### config.mk
export PLATFORM = sky130hd
export DESIGN_NAME = mem_port_arbiter
export DESIGN_NICKNAME = d
export VERILOG_FILES = /design/src/rtl/mem_port_arbiter.sv
export SDC_FILE = /design/constraint.sdc
export NUM_CORES = 1
export LEC_CHECK = 0
export CAP_MARGIN = 40
export CELL_PAD_IN_SITES_DETAIL_PLACEMENT = 1
export CELL_PAD_IN_SITES_GLOBAL_PLACEMENT = 1
export CORE_ASPECT_RATIO = 0.8
export CORE_UTILIZATION = 26
export DETAILED_ROUTE_END_ITERATION = 7
export GPL_ROUTABILITY_DRIVEN = 0
export PLACE_DENSITY = 0.86
export RECOVER_POWER = 50
export SLEW_MARGIN = 20
export SYNTH_ARGS = -nofsm -noshare
export SYNTH_HDL_FRONTEND = slang
export SYNTH_SLANG_ARGS = --single-unit
### constraint.sdc
create_clock -name clk -period 5.3 [get_ports clk]
set_input_delay 0.795 -clock clk [delete_from_list [all_inputs] [get_ports clk]]
set_output_delay 0.795 -clock clk [all_outputs]
set_load 0.005 [all_outputs]
### src/rtl/mem_port_arbiter.sv
// Two-requester arbiter for a single-port synchronous-write memory.
// Round-robin with bounded burst locking; read data is registered back one cycle after the grant.
module mem_port_arbiter #(
    parameter int ASIZE     = 8,
    parameter int DSIZE     = 8,
    parameter int MAX_BURST = 4
) (
    input  logic             clk,
    input  logic             rst,
    input  logic             req0,
    input  logic             we0,
    input  logic [ASIZE-1:0] addr0,
    input  logic [DSIZE-1:0] wdata0,
    output logic             gnt0,
    output logic             rvalid0,
    output logic [DSIZE-1:0] rdata0,
    input  logic             req1,
    input  logic             we1,
    input  logic [ASIZE-1:0] addr1,
    input  logic [DSIZE-1:0] wdata1,
    output logic             gnt1,
    output logic             rvalid1,
    output logic [DSIZE-1:0] rdata1,
    output logic             mem_we,
    output logic [ASIZE-1:0] mem_addr,
    output logic [DSIZE-1:0] mem_in,
    input  logic [DSIZE-1:0] mem_out
);

    localparam int CW = (MAX_BURST > 1) ? $clog2(MAX_BURST) : 1;
    localparam logic [CW-1:0] CNT_MAX = CW'(MAX_BURST - 1);

    typedef enum logic [1:0] {
        OWN_NONE = 2'd0,
        OWN_R0   = 2'd1,
        OWN_R1   = 2'd2
    } owner_e;

    owner_e           owner_q, owner_d;
    logic             last_q, last_d;
    logic [CW-1:0]    cnt_q, cnt_d;
    logic             rvalid0_q, rvalid0_d;
    logic             rvalid1_q, rvalid1_d;
    logic [DSIZE-1:0] rdata0_q, rdata0_d;
    logic [DSIZE-1:0] rdata1_q, rdata1_d;
    logic             at_limit;

    // Grant decision: an owner keeps the port until its burst limit is hit while the other side waits.
    always_comb begin
        gnt0     = 1'b0;
        gnt1     = 1'b0;
        at_limit = (cnt_q == CNT_MAX);
        if (!rst) begin
            if (owner_q == OWN_R0 && req0 && !(at_limit && req1)) begin
                gnt0 = 1'b1;
            end else if (owner_q == OWN_R1 && req1 && !(at_limit && req0)) begin
                gnt1 = 1'b1;
            end else if (req0 && !req1) begin
                gnt0 = 1'b1;
            end else if (req1 && !req0) begin
                gnt1 = 1'b1;
            end else if (req0 && req1) begin
                if (last_q) begin
                    gnt0 = 1'b1;
                end else begin
                    gnt1 = 1'b1;
                end
            end
        end
    end

    always_comb begin
        mem_addr = gnt1 ? addr1 : addr0;
        mem_in   = gnt1 ? wdata1 : wdata0;
        mem_we   = (gnt0 & we0) | (gnt1 & we1);
    end

    always_comb begin
        owner_d   = OWN_NONE;
        cnt_d     = '0;
        last_d    = last_q;
        rvalid0_d = gnt0 & ~we0;
        rvalid1_d = gnt1 & ~we1;
        rdata0_d  = rvalid0_d ? mem_out : rdata0_q;
        rdata1_d  = rvalid1_d ? mem_out : rdata1_q;
        if (gnt0 || gnt1) begin
            owner_d = gnt0 ? OWN_R0 : OWN_R1;
            last_d  = gnt1;
            if (owner_q == owner_d) begin
                cnt_d = at_limit ? CNT_MAX : cnt_q + CW'(1);
            end
        end
    end

    // Grant-cycle to response-cycle boundary.
    always_ff @(posedge clk) begin
        if (rst) begin
            owner_q   <= OWN_NONE;
            last_q    <= 1'b1;
            cnt_q     <= '0;
            rvalid0_q <= 1'b0;
            rvalid1_q <= 1'b0;
            rdata0_q  <= '0;
            rdata1_q  <= '0;
        end else begin
            owner_q   <= owner_d;
            last_q    <= last_d;
            cnt_q     <= cnt_d;
            rvalid0_q <= rvalid0_d;
            rvalid1_q <= rvalid1_d;
            rdata0_q  <= rdata0_d;
            rdata1_q  <= rdata1_d;
        end
    end

    assign rvalid0 = rvalid0_q;
    assign rvalid1 = rvalid1_q;
    assign rdata0  = rdata0_q;
    assign rdata1  = rdata1_q;

endmodule

==> run metrics <==
Vias/cell=approximately 4.8; Mapped Cells=118; CTS tree=done; worst-path fanout max=19; final instance area=0.002076 mm²; Root Buffer Master=clkbuf_8; Area growth syn-to-layout=76.68%; TritonCTS Sinks=23; minimum clock period=roughly 4.5 ns; antenna violations before repair=0; Startpoint Class=input pin; Fin. Hold Viols=0; initial core utilization=27.60%; fin crit share=85.56%; Mapped Area=0.001175 mm²; syn_nets=164; final wirelength=3.887 mm; worst path arrival time=approximately 3.7 ns; max-cap violation count=0; reg2reg start=owner_q[0]; Hold Startpoint=rdata1[0]; Ys Warns=0; Yosys reg bits=23; outcome=completed; buffers added on ports=82; remaining antenna violation count=0; Vias=1226; Slew Viols, Final=0; Rows=21; RR Endpoint=rdata0[4]; H-tree depth=1; Chip Height=62.13 µm; full die area=0.004793 mm²; Critical Path Source=req1; ant diodes=0; synthesized area per cell=9.957 µm²; pwr dens=204.3 mW/mm²; clk_skew=0.003635 ns; first-pass GRT wire length=6.499 mm; Pwr Total=424.1 µW; Worst Hold Path EP=rdata1[0]; core box area=0.004257 mm²; RSZ-0062 raised after global routing=false; r2r setup slk=2.75 ns; Hold Path Cell Cnt=2; vias in the first global route=roughly 1.3k; commonest non-fill, non-tap cell in the layout=clkdlybuf4s50_1; CTS Buffer Depth=2; largest net degree at the start of global routing=20; Distinct cells, synth=26; sequential area share after synthesis=39.19%; CP Data Required Time=approximately 4.5 ns; worst-margin pin slew=1.319 ns; Post-CTS Resized=0; nets@finish=247; Slew headroom=between 10% and 20%; number of post-CTS setup repair buffers=0; Peak VDD IR=0.09459 mV; Worst Reg2Reg Path Length in Cells=4; Crit Path Category=input pin to primary output; 1st-pass router iterations=4; remaining routing DRC violations=0; CTS buffer count=3; clock-pin slew on the worst setup and hold paths=0.08 ns; die width=77.16 µm; number of DRC markers in iteration 0=46; Worst Setup End Kind=primary output; GRT overflow=0; WL per Instance=between 15 and 20 µm; most frequent cells in the layout=clkdlybuf4s50_1 (61), mux2_2 (24), dfxtp_1 (23); layout cells sized above 1=approximately 14%; FILL cells=489; Total Routing Usage GR=between 10% and 20%; Skew-Pair Late Insertion Delay=0.26 ns; io pins=83; dpl hpwl=about 3.0 mm; final setup vio count=0; Leak=0.8558 nW; Setup TNS=0 ns; fmax=roughly 220 MHz; placed cell area=0.002048 mm²; CTS hold repair buffers=0; HP Class=register to register
## cell usage after synthesis
library cell	instances	area share, %
a211oi_4	1	1.7
a21oi_1	2	0.85
a22o_1	2	1.5
a311o_1	1	0.85
a311oi_1	1	0.75
a31oi_1	1	0.53
a32o_1	2	1.7
a32oi_1	1	0.75
and3_1	1	0.53
buf_2	1	0.43
buf_4	1	0.64
clkbuf_1	3	0.96
clkinv_1	1	0.32
dfxtp_1	23	39
inv_1	3	0.96
mux2_2	24	23
nand2_1	10	3.2
nand2b_1	2	1.1
nand3_1	11	4.7
nand3_2	1	0.85
nor2_1	3	0.96
nor2b_1	12	6.4
nor2b_4	1	1.2
o21a_1	1	0.64
o21ai_0	1	0.43
o311ai_0	8	6.0
## critical path, cell delays in order
cell and delay, ns:
dlygate4sd3_1 0.64, nor2b_4 0.21, a32o_1 0.38, nand3_1 0.69
inv_1 0.35, a22o_1 0.18, clkdlybuf4s50_1 0.49
## sequential cells by signal, summed over array words and instances (netlist names)
register	flops
cnt_q	2
last_q	1
owner_q	2
rdata0	8
rdata1	8
rvalid0	1
rvalid1	1
## worst max path at each step
stage,endpoint,slack (ns),cells after the start
3_5_place_dp,mem_in[6],1.11,5
5_1_grt,mem_we,0.44,7
4_1_cts,mem_in[6],1.08,5
6_report,mem_we,0.77,7
2_1_floorplan,mem_addr[0],2.44,6
3_3_place_gp,mem_in[6],1.13,5
## power breakdown
part	switching, mW	internal (mW)
Combinational	0.0437	0.0819
Clock	0.0556	0.0536
Sequential	0.00625	0.183
## kinds of logic after synthesis
group                  synth area share (%)
and+or+nand+nor                       18.85
muxes                                 23.00
DFF                                   39.19
AOI/OAI and AO/OA                     15.66
buffers and inverters                 3.301
## area by class of cell
| cell class | count | area (µm²) | area share [%] |
|---|---|---|---|
| flip-flops and latches | 23 | 460.4 | 22.18 |
| well taps | 57 | 71.32 | 3.436 |
| multi-input cells | 86 | 658.1 | 31.71 |
| clock buffers | 4 | 45.04 | 2.170 |
| repair buffers | 83 | 825.8 | 39.78 |
| inverters | 4 | 15.01 | 0.7233 |
## per-layer routing
metal	up-vias	wire length (µm)	track usage (%)
met3	2	182	4.265
met2	34	1868	26.88
met1	585	1817	23.30
met4	0	18	2.123
met5	-	0	0
li1	605	-	-
## through the flow
stage	setup WS, ns	hold slack, ns	cells	utilization, %
floorplan	2.445	0.4719	118	-
global placement	1.131	0.4732	252	48.00
detailed placement	1.113	0.4784	253	48.12
CTS	1.080	0.4995	257	49.18
global route	0.4412	0.5288	257	48.77
finish	0.7652	0.4943	257	48.77
Power figures use the tool's default switching activity.
